## config.mk

```make
export PLATFORM = sky130hd
export DESIGN_NAME = nim_turn_ctrl
export DESIGN_NICKNAME = d
export VERILOG_FILES = /design/src/rtl/nim_turn_ctrl_pkg.sv /design/src/rtl/nim_cursor.sv /design/src/rtl/nim_turn_ctrl.sv
export SDC_FILE = /design/constraint.sdc
export NUM_CORES = 1
export LEC_CHECK = 0
export ABC_CLOCK_PERIOD_IN_PS = 4700
export BUFFER_PORTS_ARGS = -buffer_cell sky130_fd_sc_hd__buf_4
export CAP_MARGIN = 20
export CORE_ASPECT_RATIO = 1.5
export CORE_UTILIZATION = 48
export DETAILED_ROUTE_END_ITERATION = 7
export PLACE_DENSITY = 0.81
export RECOVER_POWER = 100
export SKIP_CTS_REPAIR_TIMING = 1
export SYNTH_ARGS = -nofsm -noshare
export SYNTH_HDL_FRONTEND = slang
export SYNTH_SLANG_ARGS = --single-unit
```

## constraint.sdc

```tcl
create_clock -name vga_clk -period 4.7 [get_ports vga_clk]
set_input_delay 0.94 -clock vga_clk [delete_from_list [all_inputs] [get_ports vga_clk]]
set_output_delay 0.94 -clock vga_clk [all_outputs]
set_load 0.05 [all_outputs]
```

## src/rtl/nim_turn_ctrl_pkg.sv

```systemverilog
// Shared definitions for the nim turn sequencer: FSM state encoding, pile
// geometry, game_end codes and small pile helper functions.
package nim_turn_ctrl_pkg;

  localparam int PILE_W     = 4;
  localparam int ROW_OFFSET = 5;
  localparam int MAX_PILES  = 5;
  localparam int NUM_SLOTS  = 2 * ROW_OFFSET;
  localparam int STATUS_W   = PILE_W * NUM_SLOTS;
  localparam int IDX_W      = 4;

  typedef enum logic [2:0] {
    ST_PICK_SRC,
    ST_PICK_DST,
    ST_APPLY,
    ST_CHECK,
    ST_END
  } state_t;

  typedef enum logic [1:0] {
    GE_RUN  = 2'd0,
    GE_P0   = 2'd1,
    GE_P1   = 2'd2,
    GE_DRAW = 2'd3
  } game_end_t;

  // 5-bit sum so 9+9 cannot overflow before the -10 fold.
  function automatic logic [PILE_W-1:0] add_mod10(input logic [PILE_W-1:0] a,
                                                  input logic [PILE_W-1:0] b);
    logic [PILE_W:0] s;
    s = {1'b0, a} + {1'b0, b};
    if (s >= 5'd10) s = s - 5'd10;
    return s[PILE_W-1:0];
  endfunction

  function automatic logic [PILE_W-1:0] pile_at(input logic [STATUS_W-1:0] st,
                                                input logic [IDX_W-1:0]    idx);
    logic [PILE_W-1:0] v;
    v = '0;
    for (int p = 0; p < NUM_SLOTS; p++)
      if (idx == IDX_W'(p)) v = st[p*PILE_W +: PILE_W];
    return v;
  endfunction

  function automatic logic [STATUS_W-1:0] set_pile(input logic [STATUS_W-1:0] st,
                                                   input logic [IDX_W-1:0]    idx,
                                                   input logic [PILE_W-1:0]   val);
    logic [STATUS_W-1:0] r;
    r = st;
    for (int p = 0; p < NUM_SLOTS; p++)
      if (idx == IDX_W'(p)) r[p*PILE_W +: PILE_W] = val;
    return r;
  endfunction

  function automatic logic [STATUS_W-1:0] init_status(input int n_piles, input int init_value);
    logic [STATUS_W-1:0] st;
    st = '0;
    for (int p = 0; p < MAX_PILES; p++) begin
      if (p < n_piles) begin
        st[p*PILE_W +: PILE_W]              = PILE_W'(init_value);
        st[(p+ROW_OFFSET)*PILE_W +: PILE_W] = PILE_W'(init_value);
      end
    end
    return st;
  endfunction

endpackage

```

## src/rtl/nim_cursor.sv

```systemverilog
// Row-wrapping cursor step for the nim turn sequencer.
// Ports:
//   index      current pile index
//   base       first pile index of the row the cursor lives in
//   left/right one-hot move request (left wins if both are set)
//   next_index resulting pile index, always inside base..base+N_PILES-1
module nim_cursor
  import nim_turn_ctrl_pkg::*;
#(
  parameter int N_PILES = 5
) (
  input  logic [IDX_W-1:0] index,
  input  logic [IDX_W-1:0] base,
  input  logic             left,
  input  logic             right,
  output logic [IDX_W-1:0] next_index
);

  localparam logic [IDX_W-1:0] LAST = IDX_W'(N_PILES - 1);

  logic [IDX_W-1:0] offset;

  always_comb begin
    offset     = index - base;
    next_index = index;
    if (left)
      next_index = (offset == '0) ? base + LAST : index - 1'b1;
    else if (right)
      next_index = (offset == LAST) ? base : index + 1'b1;
  end

endmodule

```

## src/rtl/nim_turn_ctrl.sv

```systemverilog
// Turn sequencer for the two-row add-mod-10 duel. Player 0 owns piles 0..4,
// player 1 owns piles 5..9. Handles cursor, source/target selection, move
// application, win detection and drives the renderer state inputs.
// Optional build macro: GAME_MOVE_LIMIT_EN (move counter forcing a draw at
// MOVE_LIMIT non-winning moves).
// Ports:
//   vga_clk, vga_rst_n      pixel clock, async active-low reset
//   btn_left/right/confirm/cancel/restart   one-cycle button pulses
//   total_number            N_PILES
//   status                  pile p at [4p+3:4p]
//   cur_player              player to move
//   cur_select / selected   cursor / source pile index x4
//   selecting               a source pile is held
//   predict                 value the target would take
//   game_end                0 running, 1 p0 won, 2 p1 won, 3 draw
//
// state       | meaning
// ST_PICK_SRC | cursor in own row, waiting for a nonzero source
// ST_PICK_DST | cursor in opponent row, waiting for a nonzero target
// ST_APPLY    | write (src + target) mod 10 into the target
// ST_CHECK    | win/draw test, then hand the turn over
// ST_END      | game over, only restart acts
module nim_turn_ctrl
  import nim_turn_ctrl_pkg::*;
#(
  parameter int N_PILES    = 5,
  parameter int INIT_VALUE = 1,
  parameter int MOVE_LIMIT = 99
) (
  input  logic                vga_clk,
  input  logic                vga_rst_n,
  input  logic                btn_left,
  input  logic                btn_right,
  input  logic                btn_confirm,
  input  logic                btn_cancel,
  input  logic                btn_restart,
  output logic [31:0]         total_number,
  output logic [STATUS_W-1:0] status,
  output logic                cur_player,
  output logic [31:0]         cur_select,
  output logic [31:0]         selected,
  output logic                selecting,
  output logic [PILE_W-1:0]   predict,
  output logic [1:0]          game_end
);

  if (N_PILES < 1 || N_PILES > MAX_PILES || INIT_VALUE < 1 || INIT_VALUE > 9 ||
      MOVE_LIMIT < 1 || MOVE_LIMIT > 255) begin : g_bad_param
    $error("nim_turn_ctrl: parameter out of range");
  end

  localparam logic [STATUS_W-1:0] INIT_STATUS = init_status(N_PILES, INIT_VALUE);

  state_t              state_q, state_d;
  logic [STATUS_W-1:0] status_q, status_d;
  logic                player_q, player_d;
  logic [IDX_W-1:0]    cursor_q, cursor_d;
  logic [IDX_W-1:0]    sel_q, sel_d;
  logic                selecting_q, selecting_d;
  game_end_t           game_end_q, game_end_d;

  logic do_restart, do_cancel, do_confirm, do_left, do_right;
  logic [IDX_W-1:0]  own_base, opp_base, row_base, cursor_mv;
  logic [PILE_W-1:0] cur_val, src_val;
  logic              opp_clear, draw_hit;

  // Only the highest-priority pulse acts in a cycle.
  assign do_restart = btn_restart;
  assign do_cancel  = !btn_restart && btn_cancel;
  assign do_confirm = !btn_restart && !btn_cancel && btn_confirm;
  assign do_left    = !btn_restart && !btn_cancel && !btn_confirm && btn_left;
  assign do_right   = !btn_restart && !btn_cancel && !btn_confirm && !btn_left && btn_right;

  assign own_base = player_q ? IDX_W'(ROW_OFFSET) : '0;
  assign opp_base = player_q ? '0 : IDX_W'(ROW_OFFSET);
  // While picking a target the cursor wraps within the opponent row.
  assign row_base = (state_q == ST_PICK_DST) ? opp_base : own_base;
  assign cur_val  = pile_at(status_q, cursor_q);
  assign src_val  = pile_at(status_q, sel_q);

  nim_cursor #(.N_PILES(N_PILES)) u_cursor (
    .index      (cursor_q),
    .base       (row_base),
    .left       (do_left),
    .right      (do_right),
    .next_index (cursor_mv)
  );

  always_comb begin
    opp_clear = 1'b1;
    for (int p = 0; p < MAX_PILES; p++)
      if (p < N_PILES && pile_at(status_q, opp_base + IDX_W'(p)) != '0) opp_clear = 1'b0;
  end

`ifdef GAME_MOVE_LIMIT_EN
  localparam logic [7:0] LIMIT_CNT = 8'(MOVE_LIMIT);
  logic [7:0] move_cnt_q;

  assign draw_hit = (move_cnt_q + 8'd1) == LIMIT_CNT;

  always_ff @(posedge vga_clk or negedge vga_rst_n) begin
    if (!vga_rst_n)
      move_cnt_q <= '0;
    else if (do_restart)
      move_cnt_q <= '0;
    else if (state_q == ST_CHECK && !opp_clear)
      move_cnt_q <= move_cnt_q + 8'd1;
  end
`else
  assign draw_hit = 1'b0;
`endif

  always_comb begin
    state_d     = state_q;
    status_d    = status_q;
    player_d    = player_q;
    cursor_d    = cursor_q;
    sel_d       = sel_q;
    selecting_d = selecting_q;
    game_end_d  = game_end_q;
    if (do_restart) begin
      state_d     = ST_PICK_SRC;
      status_d    = INIT_STATUS;
      player_d    = 1'b0;
      cursor_d    = '0;
      sel_d       = '0;
      selecting_d = 1'b0;
      game_end_d  = GE_RUN;
    end else begin
      case (state_q)
        ST_PICK_SRC: begin
          if (do_confirm) begin
            if (cur_val != '0) begin
              sel_d       = cursor_q;
              selecting_d = 1'b1;
              cursor_d    = opp_base;
              state_d     = ST_PICK_DST;
            end
          end else if (do_left || do_right) begin
            cursor_d = cursor_mv;
          end
        end
        ST_PICK_DST: begin
          if (do_cancel) begin
            selecting_d = 1'b0;
            cursor_d    = sel_q;
            state_d     = ST_PICK_SRC;
          end else if (do_confirm) begin
            if (cur_val != '0) state_d = ST_APPLY;
          end else if (do_left || do_right) begin
            cursor_d = cursor_mv;
          end
        end
        ST_APPLY: begin
          status_d = set_pile(status_q, cursor_q, add_mod10(src_val, cur_val));
          state_d  = ST_CHECK;
        end
        ST_CHECK: begin
          if (opp_clear) begin
            game_end_d = player_q ? GE_P1 : GE_P0;
            state_d    = ST_END;
          end else if (draw_hit) begin
            game_end_d = GE_DRAW;
            state_d    = ST_END;
          end else begin
            player_d    = !player_q;
            selecting_d = 1'b0;
            cursor_d    = opp_base;
            state_d     = ST_PICK_SRC;
          end
        end
        ST_END:  ;
        default: state_d = ST_PICK_SRC;
      endcase
    end
  end

  always_ff @(posedge vga_clk or negedge vga_rst_n) begin
    if (!vga_rst_n) begin
      state_q     <= ST_PICK_SRC;
      status_q    <= INIT_STATUS;
      player_q    <= 1'b0;
      cursor_q    <= '0;
      sel_q       <= '0;
      selecting_q <= 1'b0;
      game_end_q  <= GE_RUN;
    end else begin
      state_q     <= state_d;
      status_q    <= status_d;
      player_q    <= player_d;
      cursor_q    <= cursor_d;
      sel_q       <= sel_d;
      selecting_q <= selecting_d;
      game_end_q  <= game_end_d;
    end
  end

  assign total_number = 32'(N_PILES);
  assign status       = status_q;
  assign cur_player   = player_q;
  assign cur_select   = 32'({cursor_q, 2'b00});
  assign selected     = 32'({sel_q, 2'b00});
  assign selecting    = selecting_q;
  assign predict      = (state_q == ST_PICK_DST && cur_val != '0) ? add_mod10(src_val, cur_val) : '0;
  assign game_end     = game_end_q;

endmodule

```

Word-level counts from Yosys, hierarchy flattened --
Cells that the tools add are included.
Cells by class: order comparisons 1, reductions and logical operators 62, eq/ne operators 78, add/subtract/negate cells 10, muxes and demuxes 129
Operators by type and width (number):
- 2-to-1 mux 4 bit | 97
- equality test 4 x 3 -> 1 bit (second input constant) | 25
- 2-to-1 mux 40 bit | 2
- equality test 4 x 2 -> 1 bit (second input constant) | 12
- equality test 4 bit (second input constant) | 12
- zero test 4 bit | 8
- nonzero test 2 bit | 16
- 2-to-1 mux 3 bit | 10
- nonzero test 4 bit | 7
- equality test 4 x 1 -> 1 bit (second input constant) | 6
- AND reduction 2 bit | 12
- equality test 3 bit (second input constant) | 5
- case mux 3 bit (5 select lines) | 1
- 2-to-1 mux 1 bit | 13
- equality test 3 x 2 -> 1 bit (second input constant) | 4
- != test 3 bit (second input constant) | 4
- != test 4 bit (second input constant) | 3
- case mux 4 bit (3 select lines) | 1
- AND reduction 5 bit | 2
- adder 3 x 2 -> 4 bit (second input constant) | 2
- adder 3 x 3 -> 4 bit (second input constant) | 2
- equality test 3 x 4 -> 1 bit (second input constant) | 2
- logical AND 1 bit | 8
- 2-to-1 mux 2 bit | 4
- 16 further kinds | 22
Word-level totals: input port bits 7, register bits 55, word-level logic and storage cells 296, output and inout bits 144

Longest topological paths before layout --
depth in word-level cells 21, depth in mapped cells 19

Cells and area by module --
Synthesis repeated with hierarchy kept, for this count alone.
Unflattened totals: cell total of the unflattened synthesis 621, area total of the unflattened synthesis 5336.4 um^2
Modules (own cells, without submodules):
- nim_turn_ctrl | times used 1, sequential area each 1388.8 um^2, area an instance 4778.3 um^2, cells an instance 544
- nim_cursor | times used 1, sequential area each 0.0 um^2, area an instance 558.0 um^2, cells an instance 77

Least setup slack after synthesis --
Ideal clock, no wire load.
path kind register to output, start register cursor_q[0], end output port predict[2], arrival 5.556 ns, path buffers 3, cell stages (with the launch flop) 19, path slack -1.796 ns, path through dfrtp_1 -> clkbuf_1 -> inv_1 -> ha_1 -> nor2b_1 -> buf_6 -> a221o_1 -> a221oi_1 -> o31ai_1 -> ha_1 -> fa_1 -> clkinv_1 -> or3_1 -> or4_1 -> o311a_1 -> o211ai_2 -> a21oi_4 -> buf_6 -> a211oi_1
Between the ends: longest elaborated chain between the ends 15
Ends and longest elaborated chain:
- start: declaration | line nim_turn_ctrl.sv:57 | logic [IDX_W-1:0] cursor_q, cursor_d;
- start signal: assignment | line nim_turn_ctrl.sv:191 | cursor_q <= cursor_d;
- zero test 4 bit | line nim_turn_ctrl_pkg.sv:41 | if (idx == IDX_W'(p)) v = st[p*PILE_W +: PILE_W];
- 2-to-1 mux 4 bit (9 in a row) | line nim_turn_ctrl_pkg.sv:41
- 2-to-1 mux 4 bit (*) | line nim_turn_ctrl_pkg.sv:41
- adder 4 x 4 -> 5 bit | line nim_turn_ctrl_pkg.sv:31 | s = {1'b0, a} + {1'b0, b};
- subtractor 4 bit / greater-or-equal comparator 5 x 4 -> 1 bit (equally long branches) | line nim_turn_ctrl_pkg.sv:32 | if (s >= 5'd10) s = s - 5'd10;
- 2-to-1 mux 4 bit | line nim_turn_ctrl_pkg.sv:32
- 2-to-1 mux 4 bit (*) | line nim_turn_ctrl.sv:204 | assign predict = (state_q == ST_PICK_DST && cur_val != '0) ? add_mod10(src_val, cur_val) : '0;
- end: declaration | line nim_turn_ctrl.sv:43 | output logic [PILE_W-1:0] predict,
Every way passes the cells marked *; elsewhere a longest branch is shown, timed or not.

Final worst setup path --
start register cursor_q[0], end output port predict[1]
The elaborated chain is that of the path after synthesis.

==> flow_metrics.tcl <==
set metrics [dict create \
    io_buffers 62 \
    cap_violations 1 \
    core_area_um2 10200 \
    period_share_pct 109 \
    synth_area_leader_cell "dfrtp_1" \
    synthArstFlopShare_pct 100 \
    fmaxAchievable_mhz 195 \
    worstPathMaxFanout 5 \
    ioPinCount 151 \
    hold_class "reg2reg" \
    ys.warnings.count 0 \
    ys_seq_area_share_pct 27.1 \
    ys_ff_latch 55 \
    synth_common_cells "89 x buf_4, 58 x nand2_1, 50 x nor2_1" \
    regArea_um2 1390 \
    fin_ws_ps -416 \
    maxSlewViolCount 56 \
    avgSynthCellArea_um2 8.33 \
    netlist_top_cells_area "dfrtp_1 22%, buf_4 13%, dfstp_2 5.1%, nand2_1 4.3%, nor2_1 3.7%" \
    final_util_pct 57.6 \
    insertedDiodeCount 0 \
    grt_pass1_wl_mm 26.3 \
    drt-total-wl_mm 17.7 \
    fp.dieArea_um2 11100 \
    cp-start-kind "register" \
    path_class "reg2out" \
    rsz0062_at_grt "yes" \
    die_h_um 128 \
    finClkSkew_ps 9.27 \
    die_w_um 86.3 \
    dp_cells 842 \
    crit_required_ps 3760 \
    nNetsFinal 732 \
    place_congestion 0.979 \
    violations "max-capacitance violations, max-slew violations, negative setup slack" \
    grt_pass1_vias 4749 \
    clkLatencyLatePin_ps 310 \
    antenna_found_initial 0 \
    initial_utilization_pct 50.0 \
    grt_usage_pct 31.5 \
    crit_path_end_kind "output port" \
    area_growth_pct 15.2 \
    worstPathArrival_ps 4180 \
    hold_violations 0 \
    syn_inst 615 \
    timing.slew.headroom_pct -101 \
    synth_edf_count 0 \
    synth.top_cell.area_share_pct 22.0 \
    grt_max_degree 56 \
    netlist_area_um2 5120 \
    fin_cells 854 \
    cts-root-buf "clkbuf_16" \
    num_vias 5202 \
    synth_ff_type "dfrtp_1" \
    setup_viol 3 \
    p_per_area_nw_per_um2 326 \
    min_period_ps 5120 \
    status "finished with violations" \
    clk_path_buf_depth 2 \
    peakVddDrop_mv 0.174 \
    worst_pin_slew_ps 3010 \
    gr-total-overflow 0 \
    num_rows 45 \
    drcViolationCount 0 \
    via_per_inst 6.09 \
    cts_tree "built" \
    nFillCells 984 \
    multi_input_area_um2 3300 \
    yosysMostFrequentCell "buf_4" \
    dp_hpwl_mm 13.3 \
    clkTransAtPathRegs_ps 80 \
    cts_buffers 5 \
    wl_per_cell_um 20.7 \
    p_leak_nw 2.41 \
    antenna_left 0 \
    drtIter0Drc 550 \
    htree_levels 2 \
    dr.pass1.iters 6 \
    ys_types 71 \
    drive_gt1_share_pct 21.5 \
    clock-sinks 55 \
]
[report_power, final]
| group | leakage (nW) | internal [mW] | switching, mW | total [mW] |
|---|---|---|---|---|
| registers | 0.728 | 0.482 | 0.0135 | 0.496 |
| clock network | 0.0767 | 0.206 | 0.194 | 0.400 |
| logic | 1.60 | 0.345 | 0.686 | 1.03 |
[cell usage in the layout (no fill, tap or decap), types with 15 or more instances in the layout]
master and n:
conb_1 88, buf_4 78, nand2_1 58, nor2_1 48, clkbuf_1 47, dfrtp_1 43
a21oi_1 32, o21ai_0 19, inv_1 16, o211ai_1 16, mux2i_1 15
[cell families after synthesis]
family,Yosys count,synth area share [%]
multiplexers,25,6.45
flip-flops,55,27.1
other,2,0.147
buffers and inverters,144,17.7
AO/OA/AOI/OAI,172,25.0
adder cells (fa/ha/maj),13,3.32
AND/OR/NAND/NOR,196,18.8
XOR/XNOR,8,1.37
[per-stage QoR]
stage / area, µm² / total power, mW / setup slack (ps) / hold WS [ps] / setup TNS (ps)
6_report: 5900 / 1.93 / -416 / 535 / -1110
3_3_place_gp: 5840 / 1.48 / -135 / 509 / -250
5_1_grt: 5900 / 2.01 / -561 / 559 / -1560
3_5_place_dp: 5840 / 1.49 / -213 / 527 / -395
2_1_floorplan: 5600 / 1.27 / -752 / 496 / -1440
4_1_cts: 5990 / 1.88 / -542 / 546 / -1360
[critical path, stage by stage (launching register included)]
cell and delay [ps]:
dfrtp_2 440, inv_6 50, ha_4 150, nor2b_4 140, a221o_1 360, a221oi_4 300, o31ai_4 90, ha_2 210
fa_1 530, clkinv_2 70, or3_4 320, or4_1 400, o311a_1 150, o211ai_2 110, a21oi_4 130, xnor2_4 150
nor2_4 100, buf_6 170
[layout make-up]
type,count,area share (%)
clock inverter,3,0.488
tap,141,2.99
timing repair buffer,127,13.3
inverter,21,1.53
clock buffer,5,2.12
sequential,55,23.6
multi-input combinational,502,56.0
[registers in the layout, summed over array words and instances, names as in the netlist]
register	count
sel_q	4
state_q	3
cur_player	1
selecting	1
status	40
cursor_q	4
game_end	2
[final timing paths]
path | start | to | slack, ps | cells after the start
max | cursor_q[0] | predict[1] | -420 | 17
min | game_end[1] | game_end[1] | 540 | 2
max reg2reg | cursor_q[0] | status[29] | 280 | 17
min reg2reg | game_end[1] | game_end[1] | 540 | 2
max in group asynchronous | vga_rst_n | cursor_q[0] | 1160 | 1
min in group asynchronous | vga_rst_n | status[19] | 1620 | 1
[per-layer routing]
layer / GRT usage (%) / routed length, µm / vias to the layer above
met5: 0 / 0 / -
met3: 3.72 / 1130 / 67
met2: 55.6 / 9090 / 331
met1: 35.7 / 6370 / 2516
li1: - / - / 2288
met4: 19.7 / 1110 / 0
No activity file was read; power rests on OpenSTA's default activity.
